--- config.mk ---
export PLATFORM = sky130hd
export DESIGN_NAME = pmp_config_unit
export DESIGN_NICKNAME = d
export VERILOG_FILES = /design/src/rtl/pmp_config_unit.sv
export SDC_FILE = /design/constraint.sdc
export NUM_CORES = 2
export LEC_CHECK = 0
export BUFFER_PORTS_ARGS = -buffer_cell sky130_fd_sc_hd__clkbuf_2
export CAP_MARGIN = 20
export CORE_MARGIN = 1
export CORE_UTILIZATION = 51
export DETAILED_ROUTE_END_ITERATION = 6
export GPL_TIMING_DRIVEN = 1
export PLACE_DENSITY = 0.81
export SKIP_CTS_REPAIR_TIMING = 1
export SLEW_MARGIN = 20
export SYNTH_ARGS = -nofsm -noshare
export SYNTH_HDL_FRONTEND = slang
export SYNTH_SLANG_ARGS = --single-unit
--- constraint.sdc ---
create_clock -name clk -period 4.94 [get_ports clk]
set_input_delay 0 -clock clk [delete_from_list [all_inputs] [get_ports clk]]
set_output_delay 0 -clock clk [all_outputs]
set_load 0.01 [all_outputs]
--- src/rtl/pmp_config_unit.sv ---
// PMP cfg/pmpaddr registers plus a one-entry-per-cycle range decoder; busy for NUM_PMP cycles after any write.
// Writes are only accepted while csr_ready (=!busy); writes presented during a rescan are ignored.
module pmp_config_unit #(
   parameter int NPHYS   = 56,
   parameter int NUM_PMP = 5
) (
   input  logic                              clk,
   input  logic                              reset,
   input  logic                              csr_wr,
   output logic                              csr_ready,
   input  logic                              csr_sel_cfg,
   input  logic [3:0]                        csr_idx,
   input  logic [NPHYS-3:0]                  csr_wdata,
   input  logic [3:0]                        csr_rd_idx,
   output logic [7:0]                        csr_rd_cfg,
   output logic [NPHYS-3:0]                  csr_rd_addr,
   output logic                              busy,
   output logic [NUM_PMP-1:0]                pmp_valid,
   output logic [NUM_PMP-1:0]                pmp_locked,
   output logic [NUM_PMP-1:0][2:0]           pmp_prot,
   output logic [NUM_PMP-1:0][NPHYS-3:0]     pmp_start,
   output logic [NUM_PMP-1:0][NPHYS-3:0]     pmp_aend
);
   localparam int AW = NPHYS - 2;

   typedef enum logic {IDLE, SCAN} state_t;

   state_t                   state_q, state_d;
   logic [3:0]               cnt_q, cnt_d;
   logic [7:0]               cfg_q [NUM_PMP];
   logic [7:0]               cfg_d [NUM_PMP];
   logic [AW-1:0]            addr_q [NUM_PMP];
   logic [AW-1:0]            addr_d [NUM_PMP];
   logic [NUM_PMP-1:0]       valid_q, valid_d, locked_q, locked_d;
   logic [NUM_PMP-1:0][2:0]  prot_q, prot_d;
   logic [NUM_PMP-1:0][AW-1:0] start_q, start_d, aend_q, aend_d;

   logic                     wr_acc;
   logic [NUM_PMP:0]         tor_lock;
   logic [7:0]               cur_cfg;
   logic [AW-1:0]            cur_a, cur_prev, napot_mask;

   always_comb begin
      wr_acc = csr_wr && (state_q == IDLE);
      // A locked TOR entry also freezes the pmpaddr below it (its lower bound).
      tor_lock = '0;
      for (int i = 0; i < NUM_PMP; i++)
         tor_lock[i] = cfg_q[i][7] && (cfg_q[i][4:3] == 2'b01);

      cfg_d  = cfg_q;
      addr_d = addr_q;
      for (int i = 0; i < NUM_PMP; i++) begin
         if (wr_acc && (csr_idx == 4'(i))) begin
            if (csr_sel_cfg) begin
               if (!cfg_q[i][7]) cfg_d[i] = {csr_wdata[7], 2'b00, csr_wdata[4:0]};
            end else if (!cfg_q[i][7] && !tor_lock[i+1]) begin
               addr_d[i] = csr_wdata;
            end
         end
      end
   end

   always_comb begin
      cur_cfg  = '0;
      cur_a    = '0;
      cur_prev = '0;
      for (int i = 0; i < NUM_PMP; i++)
         if (cnt_q == 4'(i)) begin
            cur_cfg = cfg_q[i];
            cur_a   = addr_q[i];
         end
      for (int i = 1; i < NUM_PMP; i++)
         if (cnt_q == 4'(i)) cur_prev = addr_q[i-1];
      // a ^ (a+1) sets bit 0..k where k = trailing-ones count; all-ones wraps to all-ones.
      napot_mask = cur_a ^ (cur_a + AW'(1));

      valid_d  = valid_q;
      locked_d = locked_q;
      prot_d   = prot_q;
      start_d  = start_q;
      aend_d   = aend_q;
      if (state_q == SCAN) begin
         for (int i = 0; i < NUM_PMP; i++) begin
            if (cnt_q == 4'(i)) begin
               prot_d[i]   = cur_cfg[2:0];
               locked_d[i] = cur_cfg[7];
               case (cur_cfg[4:3])
                  2'b00: begin
                     valid_d[i] = 1'b0;
                     start_d[i] = '0;
                     aend_d[i]  = '0;
                  end
                  2'b01: begin
                     valid_d[i] = cur_a > cur_prev;
                     start_d[i] = cur_prev;
                     aend_d[i]  = cur_a - AW'(1);
                  end
                  2'b10: begin
                     valid_d[i] = 1'b1;
                     start_d[i] = cur_a;
                     aend_d[i]  = cur_a;
                  end
                  default: begin
                     valid_d[i] = 1'b1;
                     start_d[i] = cur_a & ~napot_mask;
                     aend_d[i]  = cur_a | napot_mask;
                  end
               endcase
            end
         end
      end
   end

   always_comb begin
      state_d = state_q;
      cnt_d   = cnt_q;
      case (state_q)
         IDLE: if (wr_acc) begin
            state_d = SCAN;
            cnt_d   = '0;
         end
         default: begin
            if (cnt_q == 4'(NUM_PMP - 1)) begin
               state_d = IDLE;
               cnt_d   = '0;
            end else begin
               cnt_d = cnt_q + 4'd1;
            end
         end
      endcase
   end

   always_ff @(posedge clk) begin
      if (reset) begin
         state_q  <= IDLE;
         cnt_q    <= '0;
         valid_q  <= '0;
         locked_q <= '0;
         prot_q   <= '0;
         start_q  <= '0;
         aend_q   <= '0;
         for (int i = 0; i < NUM_PMP; i++) begin
            cfg_q[i]  <= '0;
            addr_q[i] <= '0;
         end
      end else begin
         state_q  <= state_d;
         cnt_q    <= cnt_d;
         valid_q  <= valid_d;
         locked_q <= locked_d;
         prot_q   <= prot_d;
         start_q  <= start_d;
         aend_q   <= aend_d;
         cfg_q    <= cfg_d;
         addr_q   <= addr_d;
      end
   end

   always_comb begin
      csr_rd_cfg  = '0;
      csr_rd_addr = '0;
      for (int i = 0; i < NUM_PMP; i++)
         if (csr_rd_idx == 4'(i)) begin
            csr_rd_cfg  = cfg_q[i];
            csr_rd_addr = addr_q[i];
         end
   end

   assign busy       = (state_q == SCAN);
   assign csr_ready  = !busy;
   assign pmp_valid  = valid_q;
   assign pmp_locked = locked_q;
   assign pmp_prot   = prot_q;
   assign pmp_start  = start_q;
   assign pmp_aend   = aend_q;
endmodule
==> results.toml <==
[worst_hold_path]
min_from = "csr_wdata[21]"
whs_endpoint = "addr_q[237]$_SDFFE_PP0P_"
hold_path_class = "input pin to flip-flop"
whs_path_depth = 4

[sta]
maxSlewHeadroom_pct = 20.44
post-route-period-util_pct = 97.50
max_freq_mhz = 207.6
finalCriticalPeriod_ps = 4816
final_hold_viol_count = 0
tightest_slew_ps = 1193
maxSlewViolCount = 0
setup_viol = 0
finClkSkew_ps = 48.50

[logic_synthesis]
synth_common_cells = "nand2_1 (987), dfxtp_1 (870), nor2_1 (614)"
syn_area_per_cell_um2 = 7.859
synth.most_common_cell = "nand2_1"
synth_edf_count = 0
syn_inst = 5211
netlist_area_um2 = 40950
ys.flop_type = "dfxtp_1"
synth_cell_type_count = 96
ys_ff_latch = 870
synth_largest_area_cell = "dfxtp_1"
synth_seq_area_share_pct = 42.53
netlist_top_cells_area = "dfxtp_1 (43%), nand2_1 (9.0%), a211oi_1 (6.4%), a21oi_1 (6.0%), nor2_1 (5.6%)"
synth_top_area_share_pct = 42.53
yosys_warnings = 0
async_reset_ff_share_pct = 0

[drt]
drtAntennaViolNets = 0
drt_wl_total_um = 189600
wl_met2_um = 81420
dr.pass1.iters = 7
viasPerCell = 6.510
routed-via-count = 46080
drtIter0Drc = 6575
wl_met3_um = 23850
routedLengthMet1_um = 71450
wl_per_cell_um = 26.79
topRoutingLayerUsed = "met5"
drc = 0

[clocking]
clk_latency_ps = 690
cts-root-buf = "clkbuf_16"
cts_inserted_buffers = 89
h-tree-depth = 3
clock-sinks = 870
cts_tree = "yes"
clk_pin_slew_ps = 70
cts_buffer_depth = 3

[critical_path]
cp_max_fo = 13
reg2reg_setup_slack_ps = 120
cp-end-kind = "flip-flop"
cp.arrival_ps = 5380
critPathKind = "flip-flop to flip-flop"
r2r_end = "pmp_aend[143]$_SDFFE_PP0P_"
r2r_start = "cnt_q[0]$_SDFFE_PP0P_"
start_kind = "flip-flop"
r2r_cells = 13
cp_data_required_time_ps = 5500

[power_and_ir_drop]
p_sw_mw = 4.221
vdd_ir_drop_max_v = 0.0003282
total_leakage_power_nw = 19.20
intPower_mw = 12.10
seqPwrFrac_pct = 44.3
switching_share_pct = 25.87
powerDensity_nw_per_um2 = 320.0
p_clk_share_pct = 45.6
combPwrFrac_pct = 10.1
p_total_mw = 16.32

[job]
max_cap_viol_count = 0

[floorplan]
start_util_pct = 51.67
rows = 103
die_w_um = 285.4
die-area_um2 = 81440
core_area_um2 = 79260
die_h_um = 285.4
ioPinCount = 695

[layout]
syn2layout_area_growth_pct = 24.50
drive_above_1_share_pct = 21.71
fin_cells = 7078
layout.nets = 6073

[placed_design]
port_buffers = 692
placed_cells = 6853
place.gp.congestion = 1.154
dp.final_hpwl_um = 136200

[grt]
grt_pass1_vias = 41010
grt_usage_pct = 44.09
gr-total-overflow = 0
grt_pass1_wl_um = 273700
grt_max_degree = 209
antenna_found_initial = 4

[run_status]
status = "completed"
## sequential cells by signal, summed over array words and instances, names as in the netlist
signal      cells
cfg_q          30
pmp_valid       5
pmp_start     270
pmp_aend      270
cnt_q           4
pmp_locked      5
addr_q        270
pmp_prot       15
busy            1
## layout make-up
| class | instances | area (µm²) |
|---|---|---|
| tap | 1050 | 1314 |
| antenna | 3 | 7.507 |
| timing repair buffer | 1113 | 7063 |
| clock buffer | 117 | 2502 |
| inverter | 34 | 127.6 |
| multi-input combinational | 3850 | 21810 |
| fill | 6835 | 28270 |
| clock inverter | 41 | 740.7 |
| sequential | 870 | 17420 |
## per-stage QoR
| step | hold slack [ps] | setup slack (ps) | util, % | TNS, ps | area (µm²) |
|---|---|---|---|---|---|
| 2_1_floorplan | 136.0 | 9.976 | - | 0 | 40990 |
| 3_3_place_gp | 281.2 | 174.6 | 59.31 | 0 | 47010 |
| 3_5_place_dp | 288.9 | 142.8 | 59.31 | 0 | 47010 |
| 4_1_cts | -410.8 | 118.5 | 63.40 | 0 | 50250 |
| 5_1_grt | 181.0 | -0.8620 | 64.32 | -0.8620 | 50980 |
| 6_report | 160.5 | 123.7 | 64.33 | 0 | 50990 |
## metal layers
metal / vias to the layer above / GRT usage [%]
met5: - / 0
met2: 3452 / 66.57
met3: 766 / 11.84
met1: 21540 / 57.24
met4: 6 / 23.72
li1: 20310 / -
## how the worst max path moves through the flow
| stage | startpoint | endpoint | slack (ps) | cells past startpoint |
|---|---|---|---|---|
| floorplan | cnt_q[1]$_SDFFE_PP0P_ | pmp_valid[1]$_SDFFE_PP0P_ | 10 | 24 |
| detailed placement | cnt_q[0]$_SDFFE_PP0P_ | pmp_valid[4]$_SDFFE_PP0P_ | 140 | 15 |
| CTS | cnt_q[0]$_SDFFE_PP0P_ | pmp_valid[0]$_SDFFE_PP0P_ | 120 | 15 |
| global placement | cnt_q[0]$_SDFFE_PP0P_ | pmp_aend[43]$_SDFFE_PP0P_ | 170 | 12 |
| finish | cnt_q[0]$_SDFFE_PP0P_ | pmp_aend[143]$_SDFFE_PP0P_ | 120 | 13 |
| global route | cnt_q[0]$_SDFFE_PP0P_ | pmp_aend[151]$_SDFFE_PP0P_ | -0.9 | 12 |
## critical path, stage by stage (launching register included)
cell      delay, ps
dfxtp_1         430
inv_1            90
ha_1            300
or4_4           640
buf_4           250
a21oi_1         240
o32a_1          350
nand2_1         170
or4_1           660
or4_1           730
o32ai_1         220
nor2_1          180
buf_4           190
a211oi_1        250
## cell usage in the layout, fill, tap and decap left out, types with 30 or more instances in the layout
cell type      instances
nand3b_1              72
nand3_1              119
nor2_1               605
a21o_1                30
clkbuf_16             89
dlygate4sd3_1         64
ha_1                  46
buf_4                336
a221o_1               57
nand4_1               61
dfxtp_1              870
nand2_1              987
a31oi_1               76
a21oi_1              486
mux2i_1               71
nor3_1                63
a22oi_1               47
o21ai_0              206
clkbuf_2             690
a221oi_1              60
a211oi_1             349
and2_1                32
## power by group through the flow
stage          Sequential [mW]  Clock, mW  Combinational (mW)
6_report                  7.22       7.45                1.64
5_1_grt                   7.23       7.74                1.71
4_1_cts                   7.22       7.44                1.55
3_5_place_dp              7.38          0                1.54
3_3_place_gp              7.37          0                1.54
2_1_floorplan             7.42          0               0.823
## cell families (layout without fill, tap and decap cells)
| group | Yosys count | after routing | share of synthesized area (%) |
|---|---|---|---|
| buffers and inverters | 492 | 1305 | 4.910 |
| muxes | 74 | 74 | 1.818 |
| xor gates and xnor gates | 15 | 15 | 0.3208 |
| adders and majority gates | 52 | 52 | 1.570 |
| other | 1 | 5 | 0.009157 |
| AOI/OAI and AO/OA | 1577 | 1577 | 25.87 |
| DFF | 870 | 870 | 42.53 |
| and+or+nand+nor | 2130 | 2130 | 22.97 |
No activity file was read; power rests on OpenSTA's default activity.
